--- src/rtl/cdb_arbiter.sv ---
// cdb_arbiter: buffers messages from PC0, PC1 and the directory emit path in
// per-source FIFOs and drives one message per cycle onto the registered CDB.
// Directory traffic always wins; PC0/PC1 share the remaining slots round-robin.
module cdb_arbiter #(
    parameter int          DEPTH = 4,
    parameter logic [21:0] IDLE  = 22'h3FFFFF
) (
    input  logic        clock,
    input  logic        reset,
    input  logic [21:0] pc0_msg,
    input  logic [21:0] pc1_msg,
    input  logic [21:0] dir_msg,
    output logic [21:0] cdb,
    output logic [1:0]  grant,
    output logic        pc0_full,
    output logic        pc1_full,
    output logic        dir_full,
    output logic [2:0]  overflow
);

    localparam int NSRC = 3;                 // 0 = PC0, 1 = PC1, 2 = DIR
    localparam int AW   = $clog2(DEPTH);     // pointer width, wraps modulo DEPTH
    localparam int CW   = AW + 1;            // occupancy needs to reach DEPTH
    localparam logic [CW-1:0] FULL_COUNT = CW'(DEPTH);

    localparam logic [1:0] GRANT_NONE = 2'd0;
    localparam logic [1:0] GRANT_PC0  = 2'd1;
    localparam logic [1:0] GRANT_PC1  = 2'd2;
    localparam logic [1:0] GRANT_DIR  = 2'd3;

    logic [21:0]     in_msg [NSRC];
    logic [21:0]     head   [NSRC];
    logic [NSRC-1:0] empty;
    logic [NSRC-1:0] full;
    logic [NSRC-1:0] push;
    logic [NSRC-1:0] drop;
    logic [NSRC-1:0] pop;

    logic [21:0] cdb_reg,   cdb_next;
    logic [1:0]  grant_reg, grant_next;
    logic        rr_reg,    rr_next;        // 0: PC0 goes first on a tie, 1: PC1
    logic [2:0]  overflow_reg;

    assign in_msg[0] = pc0_msg;
    assign in_msg[1] = pc1_msg;
    assign in_msg[2] = dir_msg;

    generate
        for (genvar gi = 0; gi < NSRC; gi++) begin : g_fifo
            logic [21:0]   mem_reg [DEPTH];
            logic [AW-1:0] rd_ptr_reg;
            logic [AW-1:0] wr_ptr_reg;
            logic [CW-1:0] count_reg;
            logic          offered;

            assign offered   = (in_msg[gi] != IDLE);
            assign empty[gi] = (count_reg == '0);
            assign full[gi]  = (count_reg == FULL_COUNT);
            // A full FIFO still accepts a message when its head leaves this cycle.
            assign push[gi]  = offered && (!full[gi] || pop[gi]);
            assign drop[gi]  = offered && full[gi] && !pop[gi];
            assign head[gi]  = mem_reg[rd_ptr_reg];

            // Message storage; contents are don't-care until count covers them.
            always_ff @(posedge clock) begin
                if (push[gi]) begin
                    mem_reg[wr_ptr_reg] <= in_msg[gi];
                end
            end

            // Read/write pointers and occupancy count.
            always_ff @(posedge clock) begin
                if (reset) begin
                    rd_ptr_reg <= '0;
                    wr_ptr_reg <= '0;
                    count_reg  <= '0;
                end else begin
                    if (push[gi]) begin
                        wr_ptr_reg <= wr_ptr_reg + AW'(1);
                    end
                    if (pop[gi]) begin
                        rd_ptr_reg <= rd_ptr_reg + AW'(1);
                    end
                    case ({push[gi], pop[gi]})
                        2'b10:   count_reg <= count_reg + CW'(1);
                        2'b01:   count_reg <= count_reg - CW'(1);
                        default: count_reg <= count_reg;
                    endcase
                end
            end
        end
    endgenerate

    // Pick the next bus owner from FIFO heads as they stood before this edge.
    always_comb begin
        pop        = '0;
        cdb_next   = IDLE;
        grant_next = GRANT_NONE;
        rr_next    = rr_reg;
        if (!empty[2]) begin
            pop[2]     = 1'b1;
            cdb_next   = head[2];
            grant_next = GRANT_DIR;
        end else if (!empty[0] && !empty[1]) begin
            if (!rr_reg) begin
                pop[0]     = 1'b1;
                cdb_next   = head[0];
                grant_next = GRANT_PC0;
                rr_next    = 1'b1;
            end else begin
                pop[1]     = 1'b1;
                cdb_next   = head[1];
                grant_next = GRANT_PC1;
                rr_next    = 1'b0;
            end
        end else if (!empty[0]) begin
            pop[0]     = 1'b1;
            cdb_next   = head[0];
            grant_next = GRANT_PC0;
            rr_next    = 1'b1;
        end else if (!empty[1]) begin
            pop[1]     = 1'b1;
            cdb_next   = head[1];
            grant_next = GRANT_PC1;
            rr_next    = 1'b0;
        end
    end

    // Bus, grant and round-robin registers; bus falls back to IDLE when nothing wins.
    always_ff @(posedge clock) begin
        if (reset) begin
            cdb_reg   <= IDLE;
            grant_reg <= GRANT_NONE;
            rr_reg    <= 1'b0;
        end else begin
            cdb_reg   <= cdb_next;
            grant_reg <= grant_next;
            rr_reg    <= rr_next;
        end
    end

    // Sticky drop flags, cleared only by reset.
    always_ff @(posedge clock) begin
        if (reset) begin
            overflow_reg <= 3'b000;
        end else begin
            overflow_reg <= overflow_reg | drop;
        end
    end

    assign cdb      = cdb_reg;
    assign grant    = grant_reg;
    assign pc0_full = full[0];
    assign pc1_full = full[1];
    assign dir_full = full[2];
    assign overflow = overflow_reg;

endmodule

--- config.mk ---
export PLATFORM = sky130hd
export DESIGN_NAME = cdb_arbiter
export DESIGN_NICKNAME = d
export VERILOG_FILES = /design/src/rtl/cdb_arbiter.sv
export SDC_FILE = /design/constraint.sdc
export NUM_CORES = 1
export LEC_CHECK = 0
export ABC_AREA = 1
export CAP_MARGIN = 0
export CELL_PAD_IN_SITES_DETAIL_PLACEMENT = 0
export CELL_PAD_IN_SITES_GLOBAL_PLACEMENT = 1
export CORE_MARGIN = 1.5
export CORE_UTILIZATION = 47
export DETAILED_ROUTE_END_ITERATION = 10
export HOLD_SLACK_MARGIN = 0.06
export PLACE_DENSITY = 0.87
export SKIP_CTS_REPAIR_TIMING = 1
export SYNTH_ARGS = -nofsm -noshare
export SYNTH_HDL_FRONTEND = slang
export SYNTH_SLANG_ARGS = --single-unit
--- constraint.sdc ---
create_clock -name clock -period 3.5 [get_ports clock]
set_clock_uncertainty 0.2 [all_clocks]
set_input_delay 0.35 -clock clock [delete_from_list [all_inputs] [get_ports clock]]
set_output_delay 0.35 -clock clock [all_outputs]
set_load 0.005 [all_outputs]
==> results of run 1 <==
routing by layer:
layer	vias up	track usage	share of wire
met2	260	0.345	0.48
met4	0	0.0885	0.037
met1	4050	0.286	0.42
li1	4080	-	-
met3	50	0.0317	0.061
met5	-	0	0
area by class of cell:
| type | count | share of cell area |
|---|---|---|
| Clock buffer | 48 | 0.0636 |
| Clock inverter | 13 | 0.0112 |
| Inverter | 52 | 0.0130 |
| Multi-Input combinational cell | 678 | 0.214 |
| Sequential cell | 319 | 0.595 |
| Tap cell | 341 | 0.0281 |
| Timing Repair Buffer | 120 | 0.0754 |
worst min-delay path, stage by stage, from the launching register on:
cell and delay, ps:
sky130_fd_sc_hd__dfxtp_1 310, sky130_fd_sc_hd__inv_1 50, sky130_fd_sc_hd__nor2_1 30
worst paths after layout:
check | startpoint | endpoint | slack, ps | cells past startpoint
hold reg to reg | overflow[2]$_SDFF_PP0_ | overflow[2]$_SDFF_PP0_ | 220 | 2
setup reg to reg | g_fifo[2].count_reg[1]$_SDFFE_PP0P_ | g_fifo[0].count_reg[2]$_SDFFE_PP0P_ | 630 | 12
setup / recovery | g_fifo[2].count_reg[1]$_SDFFE_PP0P_ | g_fifo[0].count_reg[2]$_SDFFE_PP0P_ | 630 | 12
hold / removal | overflow[2]$_SDFF_PP0_ | overflow[2]$_SDFF_PP0_ | 220 | 2
stage by stage:
stage	hold WS (ps)	setup slack (ps)	power, mW	instances
6_report	225	634	12.4	1571
5_1_grt	234	429	13.0	1571
4_1_cts	228	654	12.5	1571
3_5_place_dp	220	329	8.83	1510
3_3_place_gp	211	349	8.74	1510
2_1_floorplan	220	970	7.47	1103
power breakdown:
part / internal, mW / leakage, nW / switching, mW
clock: 2.22 / 0.551 / 1.40
sequential: 4.87 / 2.93 / 0.234
combinational: 1.12 / 2.04 / 2.52
placed cells by master, fill, tap and decap left out, types with 13 or more instances in the layout:
cell | synthesis | final
sky130_fd_sc_hd__a21oi_1 | 48 | 48
sky130_fd_sc_hd__buf_4 | 2 | 23
sky130_fd_sc_hd__clkbuf_16 | 0 | 35
sky130_fd_sc_hd__clkdlybuf4s50_1 | 0 | 97
sky130_fd_sc_hd__dfxtp_1 | 55 | 55
sky130_fd_sc_hd__edfxtp_1 | 264 | 264
sky130_fd_sc_hd__ha_1 | 14 | 14
sky130_fd_sc_hd__inv_1 | 43 | 43
sky130_fd_sc_hd__nand2_1 | 249 | 249
sky130_fd_sc_hd__nand3_1 | 117 | 117
sky130_fd_sc_hd__nor2_1 | 89 | 77
sky130_fd_sc_hd__nor2_2 | 1 | 13
sky130_fd_sc_hd__o21ai_0 | 73 | 73
sky130_fd_sc_hd__o21ai_1 | 29 | 29
sky130_fd_sc_hd__o22ai_1 | 22 | 22
logic make-up (layout without fill, tap and decap cells):
| logic type | count (synthesis) | in the layout | synth area share |
|---|---|---|---|
| buffers and inverters | 106 | 233 | 0.0387 |
| AND/OR/NAND/NOR | 487 | 487 | 0.163 |
| flip-flops | 319 | 319 | 0.709 |
| AO/OA/AOI/OAI | 173 | 173 | 0.0704 |
| adder cells (fa/ha/maj) | 17 | 17 | 0.0185 |
| XOR/XNOR | 1 | 1 | 0.000688 |
==> PnR_summary.wiki, run 1 <==
{| class="wikitable"
! Metric !! Value
|-
| Result of the run || finished, final reports clean
|-
| Commonest cells in the synthesized netlist || sky130_fd_sc_hd__edfxtp_1, sky130_fd_sc_hd__nand2_1, sky130_fd_sc_hd__nand3_1
|-
| Area of the mapped netlist || 12700 um^2
|-
| # H-tree levels || 2
|-
| Ratio of total power to cell area || 815 nW/um^2
|-
| Area of combinational cells with multiple inputs || 3240 um^2
|-
| Clock tree from TritonCTS || built
|-
| Arrival time at the worst endpoint || 3090 ps
|-
| Root Driver || sky130_fd_sc_hd__clkbuf_16
|-
| Fin crit period || 2870 ps
|-
| Routed wire length || 29300 um
|-
| Fraction of the yosys area taken by sequential cells || 0.709
|-
| Peak fanout along the critical path || 13
|-
| RSZ-0062 raised after global routing || no
|-
| Placeable core region || 26800 um^2
|-
| Vias after detailed routing || 8440
|-
| Clock Pin Slew Worst Setup and Hold Paths || 60 ps
|-
| Clock sinks || 319
|-
| Number of cells produced by synthesis || 1103
|-
| Max-slew headroom at the worst pin || 0.439
|-
| Count of antenna-violating nets left after detailed routing || 0
|-
| Count of flip-flops with a built-in enable after synthesis || 264
|-
| Antenna Diode Count || 0
|-
| Total nets after synthesis || 1188
|-
| Via count of the first global-routing pass || 8068
|-
| Top Family by Delay on Critical Path || simple AND/OR/NAND/NOR gates
|-
| Number of library cell types mapped by synthesis || 31
|-
| Maximum Capacitance Violations || 0
|-
| DRT iter0 DRCs || 689
|-
| Final #Nets || 1290
|-
| Final period util || 0.819
|-
| Mean Syn Cell Area || 11.5 um^2
|-
| Final RePlAce weighted congestion || 0.803
|-
| Fraction of registers with async set/reset || 0
|-
| Top cells by area in the synthesized netlist || sky130_fd_sc_hd__edfxtp_1, sky130_fd_sc_hd__dfxtp_1, sky130_fd_sc_hd__nand2_1, sky130_fd_sc_hd__nand3_1, sky130_fd_sc_hd__o21ai_0
|-
| Maximum number of buffers from clock root to sink || 3
|-
| Half-perimeter wire length after placement || 18400 um
|-
| Cell type with the highest occurrence count on the critical path || sky130_fd_sc_hd__nand2_2
|-
| Class of the worst hold path || flip-flop to flip-flop
|-
| Count of buffer and inverter cells on the critical path || 2
|-
| Crit path cell chain || inv_1 > nand3_2 > inv_2 > nand2_2 > nand2_2 > nand2_2 > ha_1 > fa_1 > a21oi_1 > o21a_1 > o21ai_0 > a21oi_1
|-
| Fin Setup TNS || 0 ps
|-
| Via density per instance || 5.37
|-
| Vertical die dimension || 168 um
|-
| DRC violations left || 0
|-
| Actual slew at the worst max-slew pin || 840 ps
|-
| Design area || 15200 um^2
|-
| Seq cells post-synth || 319
|-
| Final hold violations || 0
|-
| # rows || 60
|-
| Most numerous cell in the Yosys netlist || sky130_fd_sc_hd__edfxtp_1
|-
| Post-Place Cell Area || 14000 um^2
|-
| CP max-delay cell || sky130_fd_sc_hd__fa_1
|-
| TritonCTS buffer count || 34
|-
| Final routed wire length divided by cell count || 18.6 um
|-
| Sort of element at the end of the critical path || flip-flop
|-
| Fraction of final layout cells sized beyond drive strength 1 || 0.0862
|-
| Flip-flop cell with the highest count after synthesis || sky130_fd_sc_hd__edfxtp_1
|-
| Post-layout utilization of the core || 0.566
|-
| Top cell type's share of synthesized area || 0.623
|-
| First-pass iteration count of the detailed router || 5
|-
| Largest register FFs || 264
|-
| Initial antenna violation count || 0
|-
| Max Clock Freq || 0.349 GHz
|-
| Critical path startpoint category || flip-flop
|-
| WP data required || 3720 ps
|-
| Final count of negative-setup-slack endpoints || 0
|-
| Clock latency on the worst-skew pair || 500 ps
|-
| Slowest stage delay, CP || 390 ps
|-
| Cell type with the highest aggregate area in the netlist || sky130_fd_sc_hd__edfxtp_1
|-
| Setup Crit Path Kind || flip-flop to flip-flop
|-
| Total routing usage reported by global routing || 0.212
|-
| Leftover overflow at the end of global routing || 0
|-
| Max-slew violation count || 0
|-
| Layout Area Growth over Synthesis || 19.2%
|-
| Die Wd || 168 um
|-
| Filler instances || 2162
|-
| Effective utilization at floorplan || 0.475
|-
| Largest net degree at the start of global routing || 45
|-
| Die Outline Area || 28100 um^2
|-
| Buffers added on ports || 97
|-
| Global-route wire length before repair || 45500 um
|-
| I/O pin cnt || 98
|-
| IR drop worst, VDD || 0.000462 V
|-
| Syn. warnings || 0
|-
| Sequential cell area || 9030 um^2
|-
| Standby leakage power || 5.52 nW
|}
Note: power is estimated with default switching activity, not from simulation.
==> run 2, diff against run 1 <==
--- a/config.mk
+++ b/config.mk
@@ -10,10 +10,10 @@
 export CELL_PAD_IN_SITES_DETAIL_PLACEMENT = 0
 export CELL_PAD_IN_SITES_GLOBAL_PLACEMENT = 1
 export CORE_MARGIN = 1.5
-export CORE_UTILIZATION = 47
+export CORE_UTILIZATION = 42
 export DETAILED_ROUTE_END_ITERATION = 10
 export HOLD_SLACK_MARGIN = 0.06
-export PLACE_DENSITY = 0.87
+export PLACE_DENSITY = 0.83
 export SKIP_CTS_REPAIR_TIMING = 1
 export SYNTH_ARGS = -nofsm -noshare
 export SYNTH_HDL_FRONTEND = slang
==> constraint.sdc (replaced) <==
create_clock -name clock -period 2.35 [get_ports clock]
set_clock_uncertainty 0.2 [all_clocks]
set_input_delay 0.235 -clock clock [delete_from_list [all_inputs] [get_ports clock]]
set_output_delay 0.235 -clock clock [all_outputs]
set_load 0.005 [all_outputs]
==> PnR_summary.wiki, run 2 (synthesis results as in run 1) <==
{| class="wikitable"
! Metric !! Value
|-
| Crit path cell chain || inv_4 > nand3_4 > nand2_4 > nand2_4 > inv_4 > nand2_4 > nand2_4 > nand2_4 > ha_4 > fa_2 > a21oi_2 > o21a_1 > o21ai_1 > a21oi_2
|-
| Most congested layer reported by global routing || met2
|-
| Via density per instance || 5.13 (-4.5%)
|-
| Max Clock Freq || 0.430 GHz (+23%)
|-
| # H-tree levels || 1 (-1)
|-
| Clock latency on the worst-skew pair || 560 ps (+60 ps)
|-
| Arrival time at the worst endpoint || 2600 ps (-490 ps)
|-
| Half-perimeter wire length after placement || 20100 um (+9.0%)
|-
| Max-slew headroom at the worst pin || 0.491 (+0.0514)
|-
| Buffers added on ports || 97 (unchanged)
|-
| Ratio of total power to cell area || 1160 nW/um^2 (+42%)
|-
| Routed wire length || 31000 um (+6.1%)
|-
| Cell type with the highest occurrence count on the critical path || sky130_fd_sc_hd__nand2_4
|-
| Met2 Resource Use GR || 0.344 (-0.000978)
|-
| Global-route wire length before repair || 47500 um (+4.5%)
|-
| Antenna Diode Count || 0 (unchanged)
|-
| Initial antenna violation count || 0 (unchanged)
|-
| DRC violations left || 0 (unchanged)
|-
| First-pass iteration count of the detailed router || 5 (unchanged)
|-
| Slowest stage delay, CP || 370 ps (-20 ps)
|-
| Vias after detailed routing || 8772 (+3.9%)
|-
| Fin crit period || 2320 ps (-543 ps)
|-
| Final Total Pwr || 18.7 mW (+52%)
|-
| Leftover overflow at the end of global routing || 0 (unchanged)
|-
| Result of the run || finished, final reports clean
|-
| Largest net degree at the start of global routing || 45 (unchanged)
|-
| Internal reg-to-reg setup slack || 30 ps (-610 ps)
|-
| I/O pin cnt || 98 (unchanged)
|-
| Setup Crit Path Kind || flip-flop to flip-flop
|-
| Cell Count, Final, Fillers Out || 1710 (+8.8%)
|-
| Pre-CTS setup slack || -407 ps (-735 ps)
|-
| Standby leakage power || 6.05 nW (+9.6%)
|-
| Highest-count cells in the layout ignoring fill and taps || sky130_fd_sc_hd__edfxtp_1, sky130_fd_sc_hd__nand2_1, sky130_fd_sc_hd__nand3_1, sky130_fd_sc_hd__buf_4, sky130_fd_sc_hd__clkdlybuf4s50_1
|-
| Minimum hold slack || 158 ps (-66.2 ps)
|-
| IR drop worst, VDD || 0.000651 V (+41%)
|-
| Maximum number of buffers from clock root to sink || 3 (unchanged)
|-
| # rows || 63 (+5.0%)
|-
| Fraction of final layout cells sized beyond drive strength 1 || 0.168 (+0.0820)
|-
| DRT iter0 DRCs || 822 (+19%)
|-
| Root Driver || sky130_fd_sc_hd__clkbuf_16
|-
| Final count of negative-setup-slack endpoints || 0 (unchanged)
|-
| Die Wd || 177 um (+5.7%)
|-
| Max-slew violation count || 0 (unchanged)
|-
| Final routed wire length divided by cell count || 18.2 um (-2.5%)
|-
| Total routing usage reported by global routing || 0.199 (-0.0128)
|-
| Final period util || 0.989 (+0.170)
|-
| Maximum Capacitance Violations || 0 (unchanged)
|-
| Clock tree from TritonCTS || built
|-
| WP data required || 2630 ps (-1090 ps)
|-
| Final RePlAce weighted congestion || 0.765 (-4.7%)
|-
| Placeable core region || 29700 um^2 (+11%)
|-
| Final #Nets || 1382 (+7.1%)
|-
| Class of the worst hold path || input port to flip-flop
|-
| Clock sinks || 319 (unchanged)
|-
| Placed instance count || 1649 (+9.2%)
|-
| Layout Area Growth over Synthesis || 27.0%
|-
| RSZ-0062 raised after global routing || yes
|-
| Post-layout utilization of the core || 0.544 (-0.0221)
|-
| TritonCTS buffer count || 30 (-12%)
|-
| Critical path startpoint category || flip-flop
|-
| Peak fanout along the critical path || 4 (-9)
|-
| Count of antenna-violating nets left after detailed routing || 0 (unchanged)
|-
| Actual slew at the worst max-slew pin || 763 ps (-77.3 ps)
|-
| Final worst-path setup slack || 26.6 ps (-607 ps)
|-
| Sort of element at the end of the critical path || flip-flop
|-
| Effective utilization at floorplan || 0.428 (-0.0466)
|-
| CP max-delay cell || sky130_fd_sc_hd__dfxtp_4
|-
| Vertical die dimension || 177 um (+5.7%)
|-
| Clock Pin Slew Worst Setup and Hold Paths || 60 ps (about the same)
|-
| Final hold violations || 0 (unchanged)
|-
| Most frequent standard cell in the layout excluding fill and tap cells || sky130_fd_sc_hd__edfxtp_1
|-
| Via count of the first global-routing pass || 8478 (+5.1%)
|-
| Die Outline Area || 31400 um^2 (+12%)
|-
| M3 GR Usage || 0.0275 (-0.00418)
|-
| Largest register FFs || 264 (unchanged)
|-
| Grt met1 use || 0.261 (-0.0252)
|}
## run 2: cell count changes in the layout (fill, tap and decap cells not counted), moves of 5 or more
cell                        change
sky130_fd_sc_hd__buf_12        +14
sky130_fd_sc_hd__nand2_4        +6
sky130_fd_sc_hd__clkbuf_16      -5
sky130_fd_sc_hd__buf_4         +82
sky130_fd_sc_hd__clkbuf_8       +5
sky130_fd_sc_hd__dfxtp_1        -5
## run 2: power by group
part / switching [mW] / leakage (nW) / internal (mW)
Sequential: 0.385 / 2.93 / 7.25
Clock: 2.02 / 0.511 / 2.96
Combinational: 3.97 / 2.60 / 2.15
## run 2: final cells by class
class                      count  area, um^2
clock buffer                  44         893
inverter                      52         208
multi-input combinational    678        3350
tap                          390         488
fill                        2438       13500
sequential                   319        9040
timing repair buffer         216        2040
clock inverter                11         150
## run 2: routing by layer
| metal | wire length [um] | up-vias |
|---|---|---|
| met2 | 15600 | 262 |
| li1 | - | 4251 |
| met1 | 12700 | 4208 |
| met4 | 852 | 0 |
| met5 | 0 | - |
| met3 | 1880 | 51 |
## run 2: through the flow
stage | instance area (um^2) | TNS (ps)
5_1_grt | 16200 | -113
3_3_place_gp | 15000 | -8170
4_1_cts | 16000 | -292
3_5_place_dp | 15000 | -10980
2_1_floorplan | 12700 | -30940
6_report | 16200 | 0
## run 2: worst paths after layout
path                                  startpoint                             endpoint  cells after the start
min                                   dir_msg[1]    g_fifo[2].mem_reg[0][1]$_DFFE_PP_                      1
max          g_fifo[1].count_reg[1]$_SDFFE_PP0P_  g_fifo[0].count_reg[2]$_SDFFE_PP0P_                     14
min reg2reg               overflow[2]$_SDFF_PP0_               overflow[2]$_SDFF_PP0_                      2
max reg2reg  g_fifo[1].count_reg[1]$_SDFFE_PP0P_  g_fifo[0].count_reg[2]$_SDFFE_PP0P_                     14
## run 2: worst max-delay path, delay by kind of cell (launching register included)
family,cells,cell delay [ps]
AO/OA/AOI/OAI,4,520
adder cells (fa/ha/maj),2,540
buffers and inverters,2,140
flip-flops,1,370
AND/OR/NAND/NOR,6,500
==> run 3, diff against run 2 <==
--- a/config.mk
+++ b/config.mk
@@ -6,6 +6,7 @@
 export NUM_CORES = 1
 export LEC_CHECK = 0
 export ABC_AREA = 1
+export ABC_CLOCK_PERIOD_IN_PS = 2350
 export CAP_MARGIN = 0
 export CELL_PAD_IN_SITES_DETAIL_PLACEMENT = 0
 export CELL_PAD_IN_SITES_GLOBAL_PLACEMENT = 1
==> results of run 3 <==
Final layout, timing and power as in run 2 (identical DEF).
